File: src/rtl/clock_divider_nch.sv
// Multi-channel clock divider: one square wave and one tick per channel.
// Each channel has its own run enable and a divisor that changes only at a period boundary.
module clock_divider_nch #(
  parameter int CW  = 27,
  parameter int NCH = 2,
  parameter int CHW = 1,
  parameter logic [NCH*CW-1:0] DIV_INIT =
    {27'd100000, 27'd50000000}
) (
  input  logic           clk1,
  input  logic           rst,
  input  logic [NCH-1:0] en,
  input  logic           sync,
  input  logic           wr_en,
  input  logic [CHW-1:0] wr_ch,
  input  logic [CW-1:0]  wr_div,
  output logic [NCH-1:0] clk_out,
  output logic [NCH-1:0] tick,
  output logic           wr_err
);

  logic ch_ok;
  logic div_ok;
  logic wr_ok;
  logic wr_bad;

  assign ch_ok  = 32'(wr_ch) < NCH;
  assign div_ok = wr_div >= CW'(2);
  assign wr_ok  = wr_en && ch_ok && div_ok;
  assign wr_bad = wr_en && !(ch_ok && div_ok);

  always_ff @(posedge clk1 or posedge rst) begin
    if (rst) begin
      wr_err <= 1'b0;
    end else begin
      wr_err <= wr_bad;
    end
  end

  for (genvar i = 0; i < NCH; i++) begin : g_ch
    logic [CW-1:0] cnt;
    logic [CW-1:0] d;
    logic [CW-1:0] p;
    logic          pv;
    logic          hit;
    logic          last;
    logic          wrap;
    logic          apply;
    logic          tick_r;
    logic          clk_r;

    assign hit   = wr_ok && (32'(wr_ch) == i);
    assign last  = cnt == (d - CW'(1));
    assign wrap  = en[i] && last;
    // A pending divisor lands at a wrap, or at once while the channel idles
    assign apply = pv && (wrap || !en[i]);

    always_ff @(posedge clk1 or posedge rst) begin
      if (rst) begin
        cnt    <= '0;
        d      <= DIV_INIT[i*CW +: CW];
        p      <= '0;
        pv     <= 1'b0;
        tick_r <= 1'b0;
        clk_r  <= 1'b0;
      end else begin
        tick_r <= wrap;
        clk_r  <= en[i] && (cnt >= (d >> 1));
        if (sync) begin
          cnt <= '0;
          pv  <= 1'b0;
          if (hit) begin
            d <= wr_div;
          end else if (pv) begin
            d <= p;
          end
        end else begin
          if (!en[i] || last) begin
            cnt <= '0;
          end else begin
            cnt <= cnt + CW'(1);
          end
          if (apply) begin
            d <= p;
          end
          if (hit) begin
            p  <= wr_div;
            pv <= 1'b1;
          end else if (apply) begin
            pv <= 1'b0;
          end
        end
      end
    end

    assign tick[i]    = tick_r;
    assign clk_out[i] = clk_r;
  end

endmodule

File: config.mk
export PLATFORM = sky130hd
export DESIGN_NAME = clock_divider_nch
export DESIGN_NICKNAME = d
export VERILOG_FILES = /design/src/rtl/clock_divider_nch.sv
export SDC_FILE = /design/constraint.sdc
export NUM_CORES = 1
export LEC_CHECK = 0
export ABC_AREA = 1
export BUFFER_PORTS_ARGS = -buffer_cell sky130_fd_sc_hd__buf_2
export CAP_MARGIN = 20
export CORE_ASPECT_RATIO = 1.25
export CORE_MARGIN = 4
export CORE_UTILIZATION = 57
export CTS_CLUSTER_SIZE = 14
export DETAILED_ROUTE_END_ITERATION = 8
export PLACE_DENSITY = 0.75
export SETUP_SLACK_MARGIN = 0.1
export SYNTH_ARGS = -nofsm -noshare
export SYNTH_HDL_FRONTEND = slang
export SYNTH_SLANG_ARGS = --single-unit
File: constraint.sdc
create_clock -name clk1 -period 6.1 [get_ports clk1]
set_clock_uncertainty 0.1 [all_clocks]
set_input_delay 1.22 -clock clk1 [delete_from_list [all_inputs] [get_ports clk1]]
set_output_delay 1.22 -clock clk1 [all_outputs]
set_load 0.02 [all_outputs]
==> out/summary.txt, run 1 <==
MaxCap Viol Count - 0
Post-route ant nets - 0
Clock sink total - 169
Clock transition at path regs - 0.07 ns
Hold WS - 0.3885 ns
Asr flop ratio synth - 100.0%
Area of the mapped netlist - 11390 µm²
Largest net degree at the start of global routing - 103
Hold Crit Start - g_ch[1].p[22]$_DFFE_PP0P_
Pint - 2350 µW
Fill count - 1813
Switching share of total power - 36.87%
Setup Viol. Count Final - 0
Synth Flop Type - dfrtp_1
Power share of the sequential group - 39.3%
Mapped Nets - 1657
Layout cells sized above 1 - 8.140%
Worst EP arrival - 4.23 ns
Max Slew Vio Count - 0
Wire length per cell - 14.51 µm
Comb pwr share - 30.2%
CTS Buf Count - 17
Post-synthesis sequential area ratio - 37.34%
Rows - 57
CTS tree - done
PortBufs - 38
P_leak - 0.006129 µW
Peak VDD IR - 0.1318 mV
Worst skew pair latency - 0.43 ns
Count of cell types in the netlist - 50
Max-slew headroom - 37.52%
Core area - 19540 µm²
Final-stage net count - 1674
Residual DRC - 0
Least-Margin Pin Slew - 0.9372 ns
Detailed Route Iter0 Violations - 657
CTS Root Cell - clkbuf_16
Status - completed
RD Place Congestion - 0.8759
Crit Reg-Reg Endpoint - g_ch[0].d[3]$_DFFE_PP0P_
Synth Area per Inst - 7.267 µm²
Cts hold-fix bufs - 0
Worst hold stages - 2
Startpoint types - input port
Hold Crit Class - reg -> reg
Power Dens Cells - 302.1 nW/µm²
Worst setup EP type - flip-flop
Clock network fraction of total power - 30.5%
Fin Setup TNS - 0 ns
Post-DP HPWL - 20530 µm
Most common cell after layout, fill and taps aside - nand2_1
N_diodes - 0
Number of synthesized flops with an enable pin - 0
Multi-input logic area - 6201 µm²
Post-CTS setup buffer count - 0
Worst R2R Setup Slack - 2.76 ns
CTS resizes - 0
Layout area overhead - 8.208%
Fin. Hold Viols - 0
Hold Path End - g_ch[1].p[22]$_DFFE_PP0P_
Clk buf depth - 2
Top-level I/O count - 39
First-pass GRT wire length - 45520 µm
Vias in the first global route - 9615
Most used cells in the layout excluding fill and tap cells - nand2_1 (424), inv_1 (175), nor2_1 (171)
Final wirelength - 27010 µm
CTS H-tree lvls - 4
RSZ-0062 raised after global routing - no
Minimum clock period - 3.966 ns
Die area - 22320 µm²
GRT Util Overall - 24.75%
Register bit count reported by yosys - 169
Psw - 1372 µW
Detailed Routing Iterations Pass 1 - 7
CP Data Required Time - 6.36 ns
Starting Density - 58.27%
Register area - 4252 µm²
Worst reg2reg startpoint - g_ch[0].d[0]$_DFFE_PP0P_
Fmax - 252.2 MHz
Post-synthesis cell count - 1567
Synth warn - 0
Gr ovfl total - 0
Setup CP Type - in -> reg
Post-route clock period utilization - 65.01%
R2R depth - 16
Die Ht - 166.0 µm
Vias per cell - 5.346
CP max FO - 55
Vias - 9954
Initial antenna violation count - 0
Die span in x - 134.4 µm
power groups by stage:
stage          combinational (µW)  sequential, µW  clock [µW]
2_1_floorplan                 902            1420           0
3_3_place_gp                 1090            1470           0
3_5_place_dp                 1120            1470           0
4_1_cts                      1130            1460        1150
5_1_grt                      1290            1480        1200
6_report                     1120            1460        1140
sequential cells by signal (all words and copies together) (netlist names):
name and flops:
wr_err 1, g_ch.pv 2, g_ch.cnt 54, g_ch.tick_r 2, g_ch.clk_r 2, g_ch.p 54, g_ch.d 54
worst max path at each step:
| stage | slack [ns] | depth (start not counted) | from | endpoint |
|---|---|---|---|---|
| floorplan | 0.23 | 1 | rst | g_ch[0].clk_r$_DFF_PP0_ |
| finish | 2.13 | 13 | wr_div[9] | g_ch[1].d[1]$_DFFE_PP0P_ |
| global placement | 1.70 | 13 | wr_div[10] | g_ch[1].d[4]$_DFFE_PP0P_ |
| global route | 1.87 | 13 | wr_div[9] | g_ch[1].d[23]$_DFFE_PP0P_ |
| detailed placement | 1.70 | 13 | wr_div[9] | g_ch[1].d[24]$_DFFE_PP0P_ |
| CTS | 2.14 | 13 | wr_div[9] | g_ch[1].d[1]$_DFFE_PP0P_ |
kinds of logic after synthesis:
logic type	after synthesis	share of synthesized area (%)
AND/OR/NAND/NOR	841	32.59
buffers and inverters	228	8.230
AO/OA/AOI/OAI	177	8.186
flip-flops	169	37.34
XOR/XNOR	96	7.505
adder cells (fa/ha/maj)	56	6.153
final cells by class:
class	count	area share [%]
Multi-Input combinational cell	1170	50.33
Sequential cell	169	34.50
Inverter	182	5.585
Clock buffer	18	3.483
Tap cell	265	2.691
Timing Repair Buffer	44	1.909
Clock inverter	14	1.503
through the flow:
step	util [%]	worst slack, ns	std cells	area, µm²	total power (µW)
2_1_floorplan	-	0.2347	1567	11390	2319
3_5_place_dp	59.91	1.698	1830	11710	2593
6_report	63.06	2.134	1862	12320	3722
4_1_cts	63.06	2.138	1862	12320	3732
5_1_grt	63.06	1.868	1862	12320	3978
3_3_place_gp	59.91	1.700	1830	11710	2561
cell usage after synthesis (9+ instances only):
cell	instances	area, µm²
dfstp_2	18	473.0
nand4_1	35	219.0
dfrtp_1	151	3779
nor3b_1	9	67.56
nand2_1	425	1595
ha_1	56	700.7
clkbuf_1	26	97.59
xnor2_1	30	262.8
xor2_1	65	569.3
o21ai_0	129	645.6
inv_1	176	660.6
nor3_1	24	120.1
nor2_1	171	641.9
nand3_1	123	615.6
nor4_1	12	75.07
a21oi_1	27	135.1
layer usage:
metal | global-route usage, % | wire [µm] | vias up
met4 | 8.149 | 854 | 0
li1 | - | - | 5080
met5 | 0 | 0 | -
met1 | 29.84 | 11370 | 4644
met3 | 2.758 | 647 | 50
met2 | 45.60 | 14150 | 180
worst max-delay path, stage by stage:
cell and delay [ns]:
buf_2 0.10, inv_1 0.11, nand4_1 0.10, nor4_1 0.59
nand2_1 0.15, nand2_1 0.12, nor2_1 0.06, nand2_1 0.06
buf_4 0.39, nand2_1 0.65, nand2_4 0.50, nand2_1 0.10
nand2_1 0.07
(Power assumes the default switching activity.)
==> inputs of run 2 (changes only) <==
--- a/config.mk
+++ b/config.mk
@@ -5,12 +5,12 @@
 export SDC_FILE = /design/constraint.sdc
 export NUM_CORES = 1
 export LEC_CHECK = 0
-export ABC_AREA = 1
+export ABC_AREA = 0
 export BUFFER_PORTS_ARGS = -buffer_cell sky130_fd_sc_hd__buf_2
 export CAP_MARGIN = 20
 export CORE_ASPECT_RATIO = 1.25
 export CORE_MARGIN = 4
-export CORE_UTILIZATION = 57
+export CORE_UTILIZATION = 60
 export CTS_CLUSTER_SIZE = 14
 export DETAILED_ROUTE_END_ITERATION = 8
 export PLACE_DENSITY = 0.75
==> constraint.sdc (replaced) <==
create_clock -name clk1 -period 4.05 [get_ports clk1]
set_clock_uncertainty 0.1 [all_clocks]
set_input_delay 0.81 -clock clk1 [delete_from_list [all_inputs] [get_ports clk1]]
set_output_delay 0.81 -clock clk1 [all_outputs]
set_load 0.02 [all_outputs]
==> run 2 against run 1 <==
Against the previous run:
- final area grew 1.7%
- first-iteration DRC count up 33%
- flip-flop and latch count did not move
- die area shrank 3.9%
- setup slack got worse by 1.8 ns
- utilization increased by 3.7 points
- critical path depth is 4 lower
- critical path type is now reg -> reg
- critical endpoint is now g_ch[1].d[4]$_DFFE_PP0P_
- largest cell class unchanged
- largest power group unchanged
==> out/summary.txt, run 2 <==
Mapped Nets - 1365 (was 1657)
CTS tree - done (unchanged)
Core area - 18780 µm² (was 19540 µm²)
Startpoint types - flip-flop (was input port)
Worst setup EP type - flip-flop (unchanged)
CP cell instances - or4_1, nor4_4, and3_1, a31oi_1, or4b_1, nor4b_4, and2_1, buf_4, a311oi_1 (was buf_2, inv_1, nand4_1, nor4_1, nand2_1, nand2_1, nor2_1, nand2_1, buf_4, nand2_1, nand2_4, nand2_1, nand2_1)
Worst skew pair latency - 0.43 ns (about the same)
Setup Viol. Count Final - 0 (unchanged)
RD Place Congestion - 0.9739 (was 0.8759)
CTS resizes - 0 (unchanged)
Max-slew headroom - 33.26% (was 37.52%)
Fin Setup TNS - 0 ns (unchanged)
Die Ht - 162.7 µm (was 166.0 µm)
Setup CP Type - reg -> reg (was in -> reg)
Dpl ws - 0.3753 ns (was 1.698 ns)
Top cells by area, synth - dfrtp_1 (33%), ha_1 (6.1%), mux2_2 (5.4%) (was dfrtp_1 (33%), nand2_1 (14%), ha_1 (6.2%))
Max Slew Vio Count - 0 (unchanged)
Detailed Routing Iterations Pass 1 - 5 (was 7)
Vias in the first global route - 9828 (was 9615)
Hold Crit Class - reg -> reg (unchanged)
CP delay by family, top - simple AND/OR/NAND/NOR gates (unchanged)
Power Dens Cells - 449.9 nW/µm² (was 302.1 nW/µm²)
Starting Density - 61.20% (was 58.27%)
Clock transition at path regs - 0.07 ns (about the same)
Power share of the sequential group - 40.6% (was 39.3%)
Switching share of total power - 36.11% (was 36.87%)
Area of the mapped netlist - 11490 µm² (was 11390 µm²)
Die area - 21450 µm² (was 22320 µm²)
Rows - 56 (was 57)
CP max FO - 27 (was 55)
RSZ-0062 raised after global routing - no (unchanged)
Synth warn - 0 (unchanged)
Final-stage net count - 1375 (was 1674)
Top-level I/O count - 39 (unchanged)
Fin. Hold Viols - 0 (unchanged)
Top-count cell post-synth - nand2_1 (unchanged)
CTS Buf Count - 17 (unchanged)
Synth area leader - dfrtp_1 (unchanged)
Synth Area per Inst - 9.014 µm² (was 7.267 µm²)
Register bit count reported by yosys - 169 (unchanged)
Status - completed (unchanged)
Worst EP arrival - 3.93 ns (was 4.23 ns)
P_leak - 0.005384 µW (was 0.006129 µW)
Peak VDD IR - 0.3163 mV (was 0.1318 mV)
Initial antenna violation count - 1 (was 0)
Post-synthesis cell count - 1275 (was 1567)
Largest net degree at the start of global routing - 74 (was 103)
Comb pwr share - 31.0% (was 30.2%)
Pint - 3602 µW (was 2350 µW)
GRT Util Overall - 28.15% (was 24.75%)
Fmax - 267.1 MHz
Buf/Inv on CP - 1 (was 3)
Clock sink total - 169 (unchanged)
Most common cell after layout, fill and taps aside - nand2_1 (unchanged)
Residual DRC - 0 (unchanged)
Post-route ant nets - 0 (unchanged)
Count of cell types in the netlist - 69 (was 50)
Wire length per cell - 19.29 µm (was 14.51 µm)
Minimum clock period - 3.743 ns
CTS Root Cell - clkbuf_16 (unchanged)
Post-synthesis sequential area ratio - 37.00% (was 37.34%)
Post-DP HPWL - 22080 µm (was 20530 µm)
Asr flop ratio synth - 100.0% (unchanged)
Setup WS post-layout - 0.3067 ns (was 2.134 ns)
Detailed Route Iter0 Violations - 876 (was 657)
Least-Margin Pin Slew - 1.001 ns (was 0.9372 ns)
Most used cells in the layout excluding fill and tap cells - nand2_1 (152), dfrtp_1 (151), nor2_1 (94) (was nand2_1 (424), inv_1 (175), nor2_1 (171))
Fill count - 1505 (was 1813)
Gr ovfl total - 0 (unchanged)
Cts hold-fix bufs - 0 (unchanged)
PortBufs - 38 (unchanged)
Synth top area share - 32.88% (was 33.18%)
Hold WS - 0.4055 ns (was 0.3885 ns)
Synth top cells by count - nand2_1 (152), dfrtp_1 (151), nor2_1 (94) (was nand2_1 (425), inv_1 (176), nor2_1 (171))
Final wirelength - 29540 µm (was 27010 µm)
Vias - 9904 (was 9954)
Die span in x - 131.8 µm (was 134.4 µm)
First-pass GRT wire length - 49180 µm (was 45520 µm)
Number of synthesized flops with an enable pin - 0 (unchanged)
Post-CTS setup buffer count - 0 (unchanged)
Critical-path top delay cell - or4_1 (was nand2_1)
CP Data Required Time - 4.24 ns (was 6.36 ns)
Slowest cell delay on critical path - 0.70 ns (was 0.65 ns)
Largest regs - g_ch.cnt: 54 flops, g_ch.d: 54 flops, g_ch.p: 54 flops (unchanged)
MaxCap Viol Count - 0 (unchanged)
Vias per cell - 6.469 (was 5.346)
CTS H-tree lvls - 4 (unchanged)
Clock network fraction of total power - 28.4% (was 30.5%)
Synth Flop Type - dfrtp_1 (unchanged)
Psw - 2036 µW (was 1372 µW)
Clk buf depth - 2 (unchanged)
Layout area overhead - 9.047% (was 8.208%)
Layout cells sized above 1 - 14.95% (was 8.140%)
Post-route clock period utilization - 92.43%
-- run 2: cell types whose count changed in the layout (fill, tap and decap cells not counted), moves of 20 or more --
| cell | previous run | this run |
|---|---|---|
| nand3_1 | 123 | 46 |
| xnor2_1 | 30 | 54 |
| mux2_2 | 0 | 55 |
| inv_1 | 175 | 68 |
| o221ai_1 | 0 | 29 |
| o2111ai_1 | 2 | 30 |
| a21oi_1 | 27 | 47 |
| o21ai_0 | 129 | 28 |
| a311oi_1 | 0 | 28 |
| nor2_1 | 171 | 94 |
| o22ai_1 | 0 | 29 |
| o211ai_1 | 2 | 30 |
| buf_4 | 6 | 28 |
| nand2_1 | 424 | 152 |
-- run 2: logic make-up after synthesis --
kind of cell             count (synthesis)  share of synthesized area (%)
AO/OA/AOI/OAI                          278                          17.43
XOR/XNOR                               114                          8.808
adder cells (fa/ha/maj)                 56                          6.097
buffers and inverters                  150                          5.476
flip-flops                             169                          37.00
multiplexers                            58                          5.650
AND/OR/NAND/NOR                        450                          19.54
-- run 2: area by class of cell --
type                    count  area (µm²)  area share (%)
diodes                      1       2.502         0.01997
clock buffers              20       456.7           3.644
clock inverters            12       115.1          0.9185
inverters                  69       262.8           2.097
multi-input cells         956        6638           52.97
flip-flops and latches    169        4252           33.93
well taps                 232       290.3           2.316
repair buffers             72       515.5           4.113
-- run 2: metal layers --
metal / vias up / global-route usage, % / wire [µm]
met5: - / 0 / 0
met4: 0 / 13.66 / 1311
met3: 70 / 3.646 / 984
met2: 279 / 50.07 / 15170
met1: 4871 / 33.84 / 12070
li1: 4684 / - / -
-- run 2: final timing paths --
path | cells after the start | start | end | slack (ns)
worst max register to register | 9 | g_ch[1].d[3]$_DFFE_PP0P_ | g_ch[1].d[4]$_DFFE_PP0P_ | 0.31
worst max-delay path | 9 | g_ch[1].d[3]$_DFFE_PP0P_ | g_ch[1].d[4]$_DFFE_PP0P_ | 0.31
worst min-delay path | 2 | g_ch[0].p[13]$_DFFE_PP0P_ | g_ch[0].d[13]$_DFFE_PP1P_ | 0.41
min in group asynchronous | 2 | rst | g_ch[0].d[24]$_DFFE_PP0P_ | 0.46
max in group asynchronous | 3 | rst | g_ch[1].d[9]$_DFFE_PP1P_ | 2.50
worst min register to register | 2 | g_ch[0].p[13]$_DFFE_PP0P_ | g_ch[0].d[13]$_DFFE_PP1P_ | 0.41
-- run 2: worst register-to-register path: cells and delay by family (launching register included) --
family          cells  cell delay [ns]
compound gates      2             0.27
buf+inv             1             0.30
flops               1             0.45
simple gates        6             2.48
-- run 2: power by group through the flow --
stage          clock network [µW]  logic, µW  registers (µW)
6_report                     1600       1750            2290
3_3_place_gp                    0       1680            2300
3_5_place_dp                    0       1720            2310
2_1_floorplan                   0       1350            2170
5_1_grt                      1710       1930            2330
4_1_cts                      1630       1730            2280
-- run 2: per-stage QoR --
step | cell area [µm²] | utilization [%] | total power, µW | instances
2_1_floorplan | 11500 | - | 3519 | 1275
3_3_place_gp | 11940 | 63.60 | 3979 | 1497
3_5_place_dp | 11940 | 63.60 | 4031 | 1497
4_1_cts | 12510 | 66.64 | 5638 | 1529
5_1_grt | 12530 | 66.74 | 5970 | 1531
6_report | 12530 | 66.74 | 5638 | 1531
